==> config.mk <==
export PLATFORM = sky130hd
export DESIGN_NAME = serial_word_deser_flat
export DESIGN_NICKNAME = d
export VERILOG_FILES = /design/src/rtl/serial_word_deser_pkg.sv /design/src/rtl/serial_word_deser_if.sv /design/src/rtl/serial_word_deser_bit_counter.sv /design/src/rtl/serial_word_deser.sv /design/src/flat_wrapper.sv
export SDC_FILE = /design/constraint.sdc
export NUM_CORES = 1
export LEC_CHECK = 0
export ABC_AREA = 1
export CAP_MARGIN = 20
export CORE_MARGIN = 8
export CORE_UTILIZATION = 45
export DETAILED_ROUTE_END_ITERATION = 10
export GPL_ROUTABILITY_DRIVEN = 1
export PLACE_DENSITY = 0.72
export SYNTH_ARGS = -nofsm -noshare
export SYNTH_HDL_FRONTEND = slang
export SYNTH_SLANG_ARGS = --single-unit
==> constraint.sdc <==
create_clock -name clk -period 1.2 [get_ports clk]
set_input_delay 0.12 -clock clk [delete_from_list [all_inputs] [get_ports clk]]
set_output_delay 0.12 -clock clk [all_outputs]
set_load 0.005 [all_outputs]
==> src/rtl/serial_word_deser_pkg.sv <==
`default_nettype none
// ---------------------------------------------------------------------------
// serial_word_deser_pkg : state encodings shared with the other serial stages
// Rev 1.0
// ---------------------------------------------------------------------------
package serial_word_deser_pkg;

  typedef enum logic [1:0] {
    ST_COLLECT = 2'd0,
    ST_PARITY  = 2'd1,
    ST_HOLD    = 2'd2
  } deser_state_e;

endpackage
`default_nettype wire

==> src/rtl/serial_word_deser_if.sv <==
`default_nettype none
// ---------------------------------------------------------------------------
// serial_word_deser_if : bit-stream input and word output of the deserialiser
// Rev 1.0   (parity_err present only with DESER_PARITY_EN)
// ---------------------------------------------------------------------------
interface serial_word_deser_if #(
  parameter int WIDTH = 8
) ();

  logic             bit_in;
  logic             bit_valid;
  logic             bit_ready;
  logic [WIDTH-1:0] word_out;
  logic             word_valid;
  logic             word_ready;
`ifdef DESER_PARITY_EN
  logic             parity_err;

  modport slave  (input  bit_in, bit_valid, word_ready,
                  output bit_ready, word_out, word_valid, parity_err);
  modport master (output bit_in, bit_valid, word_ready,
                  input  bit_ready, word_out, word_valid, parity_err);
`else
  modport slave  (input  bit_in, bit_valid, word_ready,
                  output bit_ready, word_out, word_valid);
  modport master (output bit_in, bit_valid, word_ready,
                  input  bit_ready, word_out, word_valid);
`endif

endinterface
`default_nettype wire

==> src/rtl/serial_word_deser_bit_counter.sv <==
`default_nettype none
// ---------------------------------------------------------------------------
// serial_word_deser_bit_counter : modulo-WIDTH bit counter with terminal count
// Rev 1.0
// ---------------------------------------------------------------------------
module serial_word_deser_bit_counter #(
  parameter int WIDTH = 8,
  parameter int CNT_W = $clog2(WIDTH)
) (
  input  wire logic clk,
  input  wire logic rst,
  input  wire logic en_i,
  output logic      tc_o
);

  logic [CNT_W-1:0] cnt_q;
  logic [CNT_W-1:0] cnt_d;

  assign tc_o  = (cnt_q == CNT_W'(WIDTH - 1));
  assign cnt_d = tc_o ? '0 : cnt_q + CNT_W'(1);

  always_ff @(posedge clk or posedge rst) begin
    if (rst) begin
      cnt_q <= '0;
    end else if (en_i) begin
      cnt_q <= cnt_d;
    end
  end

endmodule
`default_nettype wire

==> src/rtl/serial_word_deser.sv <==
`default_nettype none
// ---------------------------------------------------------------------------
// serial_word_deser : collects WIDTH serial bits into a word on a valid/ready port
// Rev 1.0   (optional even-parity bit per word: DESER_PARITY_EN)
// ---------------------------------------------------------------------------
module serial_word_deser
  import serial_word_deser_pkg::*;
#(
  parameter int WIDTH     = 8,
  parameter bit MSB_FIRST = 1'b1
) (
  input  wire logic          clk,
  input  wire logic          rst,
  serial_word_deser_if.slave bus
);

  deser_state_e     state_q, state_d;
  logic [WIDTH-1:0] shift_q, shift_d;
  logic [WIDTH-1:0] word_q,  word_d;
  logic [WIDTH-1:0] shifted;
  logic             bit_ready;
  logic             cnt_en;
  logic             cnt_tc;
`ifdef DESER_PARITY_EN
  logic             perr_q, perr_d;
`endif

  // MSB_FIRST shifts left so the first bit ends up in the top position.
  assign shifted = MSB_FIRST ? {shift_q[WIDTH-2:0], bus.bit_in}
                             : {bus.bit_in, shift_q[WIDTH-1:1]};

  serial_word_deser_bit_counter #(.WIDTH(WIDTH)) u_cnt (
    .clk  (clk),
    .rst  (rst),
    .en_i (cnt_en),
    .tc_o (cnt_tc)
  );

  always_comb begin
    state_d   = state_q;
    shift_d   = shift_q;
    word_d    = word_q;
    cnt_en    = 1'b0;
    bit_ready = 1'b1;
`ifdef DESER_PARITY_EN
    perr_d    = perr_q;
`endif
    case (state_q)
      ST_COLLECT: begin
        if (bus.bit_valid) begin
          shift_d = shifted;
          cnt_en  = 1'b1;
          if (cnt_tc) begin
`ifdef DESER_PARITY_EN
            state_d = ST_PARITY;
`else
            state_d = ST_HOLD;
            word_d  = shifted;
`endif
          end
        end
      end
`ifdef DESER_PARITY_EN
      ST_PARITY: begin
        if (bus.bit_valid) begin
          state_d = ST_HOLD;
          word_d  = shift_q;
          perr_d  = ^{shift_q, bus.bit_in};
        end
      end
`endif
      ST_HOLD: begin
        // A bit offered during the handshake cycle starts the next word.
        bit_ready = bus.word_ready;
        if (bus.word_ready) begin
          state_d = ST_COLLECT;
          if (bus.bit_valid) begin
            shift_d = shifted;
            cnt_en  = 1'b1;
          end
        end
      end
      default: state_d = ST_COLLECT;
    endcase
  end

  always_ff @(posedge clk or posedge rst) begin
    if (rst) begin
      state_q <= ST_COLLECT;
      shift_q <= '0;
      word_q  <= '0;
`ifdef DESER_PARITY_EN
      perr_q  <= 1'b0;
`endif
    end else begin
      state_q <= state_d;
      shift_q <= shift_d;
      word_q  <= word_d;
`ifdef DESER_PARITY_EN
      perr_q  <= perr_d;
`endif
    end
  end

  assign bus.bit_ready  = bit_ready;
  assign bus.word_out   = word_q;
  assign bus.word_valid = (state_q == ST_HOLD);
`ifdef DESER_PARITY_EN
  assign bus.parity_err = perr_q;
`endif

endmodule
`default_nettype wire
==> src/flat_wrapper.sv <==
// flat-port wrapper written by rule: the top's interface ports become plain ports
module serial_word_deser_flat import serial_word_deser_pkg::*;
#(
  parameter int WIDTH     = 8,
  parameter bit MSB_FIRST = 1'b1
)
  (clk, rst, bus_bit_in, bus_bit_valid, bus_word_ready, bus_bit_ready, bus_word_out, bus_word_valid);
  serial_word_deser_if #(.WIDTH(WIDTH)) bus_i ();
  input  wire logic clk;
  input  wire logic rst;
  input wire logic [$bits(bus_i.bit_in)-1:0] bus_bit_in;
  input wire logic [$bits(bus_i.bit_valid)-1:0] bus_bit_valid;
  input wire logic [$bits(bus_i.word_ready)-1:0] bus_word_ready;
  output wire logic [$bits(bus_i.bit_ready)-1:0] bus_bit_ready;
  output wire logic [$bits(bus_i.word_out)-1:0] bus_word_out;
  output wire logic [$bits(bus_i.word_valid)-1:0] bus_word_valid;
  assign bus_i.bit_in = bus_bit_in;
  assign bus_i.bit_valid = bus_bit_valid;
  assign bus_i.word_ready = bus_word_ready;
  assign bus_bit_ready = bus_i.bit_ready;
  assign bus_word_out = bus_i.word_out;
  assign bus_word_valid = bus_i.word_valid;
  serial_word_deser #(.WIDTH(WIDTH), .MSB_FIRST(MSB_FIRST)) u_core (.clk(clk), .rst(rst), .bus(bus_i));
endmodule
==> flow_summary_export.csv, run 1 <==
group,metric,value,unit
die,start_util,46.45,%
pwr,comb_power_share,39.7,%
drt,final_antenna_net_count,0,
setup_path,crit_path_max_fanout,5,
pwr,power.internal,1.474,mW
logic_synthesis,synthTopCellsByArea,"dfrtp_1 54%, nand2_1 16%, nand3_2 9.1%",
placed_design,dpl-instance-area,1081,sq um
sta,tightest_slew,0.2423,ns
die,die_h,60.31,um
clocking,tritoncts,"yes",
pwr,sw_frac_of_total,33.24,%
setup_path,critPathKind,"register to register",
layout,syn_to_final_growth,34.70,%
pwr,power_frac_seq,45.7,%
setup_path,cp.required,1.39,ns
logic_synthesis,yosysWarnings,0,
pwr,p_total,2.208,mW
clocking,clockBufferDepth,2,
setup_path,cp-start-kind,"register",
global_routing,grt_pass1_vias,691,
clocking,worstSkewPairLatency,0.29,ns
setup_path,cp-end-kind,"register",
die,core,1902,sq um
clocking,root_buffer,"clkbuf_4",
clocking,h-tree-depth,1,
sta,rsz0062_at_grt,"yes",
logic_synthesis,synth-xor-area-share,0,%
logic_synthesis,synth_nets,96,
logic_synthesis,ys.flop_type,"dfrtp_1",
logic_synthesis,syn_area_per_cell,9.925,sq um
layout,fin_nets,124,
logic_synthesis,synth_top_area_cell,"dfrtp_1",
setup_path,r2r_cells,5,
layout,fin_cells,143,
logic_synthesis,synthTopCellsByCount,"37 x nand2_1, 19 x dfrtp_1, 8 x nand3_2, 8 x nand4_1",
die,die_area,3637,sq um
layout,antenna_cells,0,
logic_synthesis,muxShareOfSynthArea,0,%
drt,vias,690,
layout,design_area,1190,sq um
logic_synthesis,synth_compound_area_share,0,%
layout,drive_gt1_share,28.45,%
logic_synthesis,seq_area_frac_synth,53.82,%
drt,wl,1867,um
pwr,vdd_drop_max,0.0009713,V
global_routing,grt_use_met1,11.56,%
clocking,cts_sinks,19,
global_routing,grt_pass1_wl,2973,um
drt,drc,0,
logic_synthesis,synth_top_family_by_area,"simple AND/OR/NAND/NOR gates",
logic_synthesis,yosys.area_share.adder,2.833,%
sta,finalSetupViolCount,0,
sta,hold_slack,0.1294,ns
sta,fmaxAchievable,841.5,MHz
pwr,switchingPower,734.0,uW
logic_synthesis,synth.most_common_cell,"nand2_1",
die,ioPinCount,15,
run_status,status,"finished clean",
sta,min_period_over_period,99.03,%
sta,finalHoldViolCount,0,
pwr,powerDensity,1856,nW/um^2
sta,finalMaxSlewViolations,0,
sta,clock_skew,0.001213,ns
drt,first_iter_violations,19,
die,dieWidth,60.31,um
logic_synthesis,yosysUniqueCellTypes,13,
setup_path,critical_path_arrival,1.38,ns
global_routing,met3_usage,1.505,%
drt,wl_per_cell,13.06,um
min_path,min_path_type,"input port to asynchronous set/reset pin",
logic_synthesis,async_flop_share,100.0,%
logic_synthesis,yosys.area_share.simple,36.97,%
pwr,leakage,0.6483,nW
pwr,pwr-share-clk,14.6,%
sta,relSlewSlack,83.85,%
sta,tns,0,ns
global_routing,grtUsageMet2,19.51,%
clocking,numCtsBuffers,3,
placed_design,dp_cells,131,
global_routing,antenna_found_initial,0,
drt,routed_via_density,4.825,
die,num_rows,16,
logic_synthesis,ys_ff_latch,19,
global_routing,grt_max_degree,20,
placed_design,place.gp.congestion,0.7346,
job,maxCapViolCount,0,
logic_synthesis,synth_top_cell_area_share,53.82,%
global_routing,grt_util_all_layers,10.64,%
placed_design,dp_hpwl,1242,um
clocking,path_clk_slew,0.11,ns
placed_design,io_buffers,14,
logic_synthesis,synth_cells,89,
global_routing,top_usage_layer,"met2",
drt,drt_pass1_iterations,4,
global_routing,grt_overflow,0,
sta,post-route-min-period,1.188,ns
logic_synthesis,syn_area,883.3,sq um
logic_synthesis,synth_edf_count,0,
## final timing paths
path,slack (ns),from,to
worst min register to register,0.47,u_core.bus.word_out[4]$_DFFE_PP0P_,u_core.bus.word_out[4]$_DFFE_PP0P_
max in group asynchronous,0.88,rst,u_core.bus.word_out[0]$_DFFE_PP0P_
worst max-delay path,0.01,u_core.u_cnt.cnt_q[1]$_DFFE_PP0P_,u_core.bus.word_out[6]$_DFFE_PP0P_
worst max register to register,0.01,u_core.u_cnt.cnt_q[1]$_DFFE_PP0P_,u_core.bus.word_out[6]$_DFFE_PP0P_
worst min-delay path,0.13,rst,u_core.bus.word_out[2]$_DFFE_PP0P_
min in group clk,0.44,bus_bit_in,u_core.shift_q[0]$_DFFE_PP0P_
## cell families after synthesis
| family | count (synthesis) |
|---|---|
| flops | 19 |
| simple gates | 60 |
| buf+inv | 8 |
| fa+ha+maj | 2 |
## metal layers
layer / vias up / routed length (um)
li1: 342 / -
met1: 332 / 813
met2: 14 / 937
met3: 2 / 97
met4: 0 / 18
met5: - / 0
## cells in the final DEF, fill, tap and decap left out, drive strengths merged
cell type      synthesis  layout
ha                     2       2
nor2                   2       2
nand2                 39      39
clkdlybuf4s50          0       4
clkbuf                 0       3
dlygate4sd2            0       9
clkinv                 0       1
nand3                 11      11
buf                    4      14
dfrtp                 19      19
nand4                  8       8
inv                    4       4
## metrics by stage
stage / worst slack (ns) / util (%)
floorplan: 0.02970 / -
global placement: -0.1148 / 56.84
detailed placement: -0.1117 / 56.84
CTS: 0.007714 / 59.54
global route: -0.03675 / 62.57
finish: 0.01165 / 62.57
## power by group through the flow
stage	Clock, mW	Sequential (mW)	Combinational (mW)
2_1_floorplan	0	1.01	0.380
3_3_place_gp	0	1.01	0.741
3_5_place_dp	0	1.02	0.766
4_1_cts	0.327	1.00	0.774
5_1_grt	0.362	1.03	0.974
6_report	0.323	1.01	0.876
## worst max-delay path, cell delays in order (launching register included)
cell	delay, ns
dfrtp_1	0.41
ha_2	0.21
ha_4	0.20
buf_6	0.13
nand4_1	0.09
nand2_1	0.05
## registers in the layout, indices dropped and copies added (netlist names)
register             count
u_core.bus.word_out      8
u_core.shift_q           7
u_core.state_q           1
u_core.u_cnt.cnt_q       3
## repair_timing
action,CTS,global route
pin swaps,0,4
setup endpoints to repair,20,18
setup buffers,4,4
hold buffers,0,0
resized for setup,14,7
## cell type report
cell class | instances | area, sq um
Fill cell | 163 | 711.9
Sequential cell | 19 | 475.5
Multi-Input combinational cell | 62 | 369.1
Timing Repair Buffer | 27 | 266.5
Tap cell | 27 | 33.78
Clock buffer | 3 | 22.52
Inverter | 4 | 17.52
Clock inverter | 1 | 5.005
Note: power is estimated with default switching activity, not from simulation.
==> run 2, diff against run 1 <==
--- a/config.mk
+++ b/config.mk
@@ -9,6 +9,7 @@
 export CAP_MARGIN = 20
 export CORE_MARGIN = 8
 export CORE_UTILIZATION = 45
+export CTS_CLUSTER_DIAMETER = 60
 export DETAILED_ROUTE_END_ITERATION = 10
 export GPL_ROUTABILITY_DRIVEN = 1
 export PLACE_DENSITY = 0.72
==> results of run 2 <==
The final DEF is identical to that of run 1; final timing and power are the same.
==> edit 1, RTL diff (flow settings as in run 2) <==
`WIDTH` is set to 8 in 4 places; all go to 32.
--- a/src/rtl/serial_word_deser_if.sv
+++ b/src/rtl/serial_word_deser_if.sv
@@ -6,3 +6,3 @@
 interface serial_word_deser_if #(
-  parameter int WIDTH = 8
+  parameter int WIDTH = 32
 ) ();
--- a/src/rtl/serial_word_deser_bit_counter.sv
+++ b/src/rtl/serial_word_deser_bit_counter.sv
@@ -6,3 +6,3 @@
 module serial_word_deser_bit_counter #(
-  parameter int WIDTH = 8,
+  parameter int WIDTH = 32,
   parameter int CNT_W = $clog2(WIDTH)
--- a/src/rtl/serial_word_deser.sv
+++ b/src/rtl/serial_word_deser.sv
@@ -8,3 +8,3 @@
 #(
-  parameter int WIDTH     = 8,
+  parameter int WIDTH     = 32,
   parameter bit MSB_FIRST = 1'b1
--- a/src/flat_wrapper.sv
+++ b/src/flat_wrapper.sv
@@ -3,3 +3,3 @@
 #(
-  parameter int WIDTH     = 8,
+  parameter int WIDTH     = 32,
   parameter bit MSB_FIRST = 1'b1
Interface: changed (resized bus_word_out); port bits go from 15 to 39. The function was not compared with the original's and may differ.
==> edit 1 against run 2 <==
  * The run now ends with setup timing left
  * Highest routed layer unchanged
  * Synthesized cell count rose to 3.1 times the old value
  * Clock skew up 0.0055 ns
  * Sequential cell count rose by 50
  * Synthesized area rose to 3.1 times the old value
  * Combinational power rose by 45%
  * Sequential share of layout area up 4.1 points
  * Total power increased to 2.8 times the old value
  * Die area is 150% higher
  * Global-route usage increased by 1.8 points
  * Final area rose to 3.3 times the old value
  * Maximum frequency decreased by 26%
  * Setup slack worse by 0.42 ns
  * Non-clock buffer count is 43 higher
  * Wire length grew to 3.3 times the old value
  * Largest cell class unchanged
==> edit 1: results (changes against run 2) <==
pre-CTS setup slack: -0.359 ns (-0.247 ns)
Clk Latency, worst-skew pair: 0.34 ns (+0.05 ns)
Mapped Nets: 281 (+190%)
Root Buffer: clkbuf_8
Largest register FFs: 32 (+24)
Worst-Margin Slew: 0.353 ns (+0.110 ns)
failing checks: setup timing
Crit path arrival time: 1.82 ns (+0.44 ns)
GP Congestion: 0.685 (-6.8%)
DP Area: 0.00330 mm2 (+210%)
Num CTS Buffers: 9 (+6)
ranking of synthesized cells by area: dfrtp_1 62%, nand2_1 10%, o21ai_2 7.6%
Internal Pwr Total: 4.40 mW (+200%)
Detail Placement HPWL: 3170 um (+150%)
synth unique cells: 18 (+5)
worst hold slack: 0.224 ns (+0.0948 ns)
largest net degree at the start of global routing: 70 (+250%)
Reg clk slew, reported paths: 0.07 ns (-0.04 ns)
GRT Total Usage: 0.125 (+0.0182)
DR iter-0 viols: 68 (+49)
Leak: 2.00 nW (+210%)
sequential area share after synthesis: 0.623 (+0.0851)
maximum vdd drop: 0.845 mV (-13%)
complex-gate fraction of the synthesized area: 0.152 (+0.152)
H-tree level count: 3 (+2)
final-report setup violation count: 48 (+48)
Final Skew: 0.00674 ns (+0.00552 ns)
Max FO, Critical Path: 6 (+1)
Via-to-Cell Ratio: 4.94 (+2.3%)
Setup WS post-layout: -0.405 ns (-0.417 ns)
Synth warnings: 0 (unchanged)
outcome: finished, violations left
per-cell routed wire length: 14.6 um (+12%)
placed instance count: 386 (+190%)
vias in the first global route: 1,908 (+180%)
mean area per synthesized cell: 10.1 um2 (+1.9%)
layout cells sized above 1: 0.354 (+0.0691)
Final Net Count: 349 (+180%)
post-synthesis adder-cell area fraction: 0.00903 (-0.0193)
IO Port Bufs: 38 (+24)
power per cell area: 1560 mW/mm2 (-16%)
commonest cells in the netlist: 76 x nand2_1, 69 x dfrtp_1, 36 x inv_1
-- edit 1: cell count changes after synthesis, moves of 8 or more --
cell	delta
nand2_1	+39
o21ai_2	+24
o21ai_1	+19
o21ai_0	+21
nand3_2	-8
dfrtp_1	+50
inv_1	+33
-- edit 1: logic make-up after synthesis --
group / count (synthesis)
DFF: 69
and+or+nand+nor: 86
buffers and inverters: 51
AOI/OAI and AO/OA: 66
adders and majority gates: 2
-- edit 1: power by group through the flow --
| stage | Sequential, mW | Clock, mW | Combinational (mW) |
|---|---|---|---|
| 6_report | 2.91 | 1.91 | 1.27 |
| 5_1_grt | 2.95 | 2.06 | 1.43 |
| 4_1_cts | 2.86 | 1.97 | 1.02 |
| 3_5_place_dp | 2.91 | 0 | 1.04 |
| 3_3_place_gp | 2.90 | 0 | 1.01 |
| 2_1_floorplan | 2.90 | 0 | 0.565 |
-- edit 1: path summary, 6_finish.rpt --
| kind | from | endpoint | depth (start not counted) |
|---|---|---|---|
| worst min-delay path | rst | u_core.bus.word_out[13] | 3 |
| worst max-delay path | u_core.u_cnt.cnt_q[0] | u_core.bus.word_out[25] | 10 |
| min in group clk | bus_bit_in | u_core.bus.word_out[0] | 3 |
| worst max register to register | u_core.u_cnt.cnt_q[0] | u_core.bus.word_out[25] | 10 |
| max in group asynchronous | rst | u_core.state_q[1] | 3 |
| worst min register to register | u_core.bus.word_out[20] | u_core.bus.word_out[20] | 2 |
-- edit 1: stage by stage --
step	TNS [ns]	power, mW
2_1_floorplan	-8.63	3.46
3_3_place_gp	-10.65	3.91
3_5_place_dp	-12.67	3.95
4_1_cts	-10.48	5.85
5_1_grt	-14.69	6.43
6_report	-11.48	6.10
-- edit 1: routing by layer --
metal | vias to the layer above | share of wire | GRT usage
met3 | 13 | 0.052 | 0.0365
met4 | 0 | 0.019 | 0.0819
met5 | - | 0 | 0
li1 | 1002 | - | -
met1 | 1014 | 0.46 | 0.158
met2 | 44 | 0.46 | 0.182
-- edit 1: layout make-up --
class                   instances  area (um2)
flip-flops and latches         69        1730
multi-input cells             154        1000
inverters                      38         146
clock inverters                 1        30.0
clock buffers                  13         169
fillers                       490        2000
well taps                      75        93.8
repair buffers                 70         751
-- edit 1: timing repair --
action / 4_1_cts / 5_1_grt
setup buffers: 8 / 6
endpoints found under the hold margin: 0 / 0
gates resized for setup: 41 / 78
gates cloned: 0 / 7
endpoints found under the setup margin: 72 / 62
pin swaps: 1 / 4
-- edit 1: critical path: stages (launching register included) --
cell and delay (ns):
dfrtp_1 0.37, ha_2 0.20, nand2_2 0.08, nor2_4 0.10, ha_4 0.13, inv_2 0.04
nor2_4 0.10, nand2_4 0.10, buf_4 0.18, nand2_1 0.10, o21ai_2 0.09
==> edit 2, RTL diff (flow settings as in run 2) <==
Without the edit above. The 3 states of `deser_state_e` get a one-hot encoding in 3 bits.
--- a/src/rtl/serial_word_deser_pkg.sv
+++ b/src/rtl/serial_word_deser_pkg.sv
@@ -7,6 +7,6 @@
 
-  typedef enum logic [1:0] {
-    ST_COLLECT = 2'd0,
-    ST_PARITY  = 2'd1,
-    ST_HOLD    = 2'd2
+  typedef enum logic [2:0] {
+    ST_COLLECT = 3'b001,
+    ST_PARITY  = 3'b010,
+    ST_HOLD    = 3'b100
   } deser_state_e;
Behaviour: no difference found for any inputs over 10 cycles, from zero or initial values and one cycle with rst high; not proved beyond that.
==> edit 2 against run 2 <==
  * The flow now finishes with violations (setup timing)
  * Wire length is 16% higher
  * Highest routed layer unchanged
  * Sequential cell count is 1 higher
  * Final area increased by 20%
  * Count of clock-buffer cells in the layout up 1
  * Synthesized area grew 6.4%
  * Critical endpoint is now u_core.shift_q[3]
  * Sequential share of layout area fell by 4.9 points
  * Die area grew 4.7%
  * Largest cell class is now multi-input gates
  * Global-route usage up 2.9 points
  * Core utilization grew 10 points
  * Synthesized cell count increased by 20%
  * Setup slack got worse by 0.14 ns
Power is not compared: it rests on default switching activity, and its combinational part moved more than twofold at a synthesized area within 25%.
==> edit 2: results (changes against run 2) <==
filler cell count: 170 (+4.3%)
layout cells sized above 1: 0.370 (+0.0851)
GP Congestion: 0.750 (+2.1%)
synth unique cells: 12 (-1)
Setup WS post-layout: -0.130 ns (-0.142 ns)
GRT Total Usage: 0.136 (+0.0294)
cell count after synthesis: 107 (+20%)
Crit Reg-Reg Startpoint: u_core.state_q[0]
Largest stage delay, worst path: 0.55 ns (+0.14 ns)
commonest cells in the netlist: 43 x nand2_1, 19 x dfrtp_1, 19 x nand3_1
Worst path slowest cell: dfstp_2
Synth warnings: 0 (unchanged)
Root Buffer: clkbuf_4
worst hold slack: 0.139 ns (+0.0101 ns)
cell family with most CP delay: flip-flops
Detail Placement HPWL: 1350 um (+8.7%)
Setup TNS: -1.63 ns (-1.63 ns)
Max FO, Critical Path: 7 (+2)
Via-to-Cell Ratio: 4.90 (+1.6%)
Clk Latency, worst-skew pair: 0.29 ns (about the same)
maximum vdd drop: 1.33 mV
Leak: 0.748 nW
Vias: 809 (+17%)
DR iter-0 viols: 16 (-3)
global-route wire length before repair: 3750 um (+26%)
final-report setup violation count: 21 (+21)
Final Skew: 0.00120 ns (-0.0000149 ns)
final wirelength: 2170 um (+16%)
outcome: finished, violations left
pre-CTS setup slack: -0.212 ns (-0.100 ns)
sequential area share after synthesis: 0.534 (-0.00429)
placed instance count: 154 (+18%)
area of the multi-input gates: 517 um2 (+40%)
Mapped Nets: 116 (+21%)
ranking of synthesized cells by area: dfrtp_1 51%, nand2_1 17%, nand3_1 10%
DP Area: 0.00119 mm2 (+10%)
IO Port Bufs: 14 (unchanged)
Slew Limit Headroom: 0.829 (-0.00972)
largest net degree at the start of global routing: 21 (+5.0%)
vias in the first global route: 836 (+21%)
Largest register FFs: 8 (unchanged)
Crit Reg-Reg Endpoint: u_core.shift_q[3]
failing checks: setup timing
[edit 2: cell count changes after synthesis, moves of 2 or more]
cell	run 2	this run
ha_1	2	4
nand3_2	8	0
inv_1	3	7
nand3_1	2	19
nand2_1	37	43
nand2_2	0	6
nand4_1	8	0
[edit 2: kinds of logic after synthesis]
kind of cell,share of synthesized area
and+or+nand+nor,0.345
buffers and inverters,0.0679
DFF,0.534
adders and majority gates,0.0533
[edit 2: worst max-delay path by stage]
| stage | startpoint | slack, ns | end |
|---|---|---|---|
| detailed placement | u_core.state_q[0] | -0.21 | bus_bit_ready |
| global route | u_core.state_q[0] | -0.19 | u_core.shift_q[3] |
| floorplan | u_core.state_q[0] | -0.01 | u_core.shift_q[0] |
| CTS | u_core.state_q[0] | -0.13 | bus_bit_ready |
| finish | u_core.state_q[0] | -0.13 | u_core.shift_q[3] |
| global placement | u_core.state_q[0] | -0.18 | bus_bit_ready |
[edit 2: cell type report]
type,instances,share of cell area
clock buffers,4,0.0183
inverters,8,0.0262
multi-input cells,76,0.361
flip-flops and latches,20,0.350
well taps,27,0.0236
repair buffers,29,0.216
repair inverters,1,0.00524
[edit 2: report_power, final]
group | internal (mW) | switching, mW | total, mW
logic | 0.948 | 0.835 | 1.78
clock network | 0.129 | 0.189 | 0.318
registers | 0.968 | 0.201 | 1.17
[edit 2: per-layer routing]
layer	share of wire	global-route usage	up-vias
li1	-	-	397
met1	0.39	0.134	400
met2	0.57	0.254	10
met3	0.031	0.0350	2
met4	0.0046	0.0682	0
met5	0	0	-
[edit 2: timing repair]
action                     CTS  global route
setup endpoints to repair   30            22
hold buffers                 0             0
setup buffers                3             2
gates resized for setup     41             8
cloned                       2             0
pin swaps                   12            11
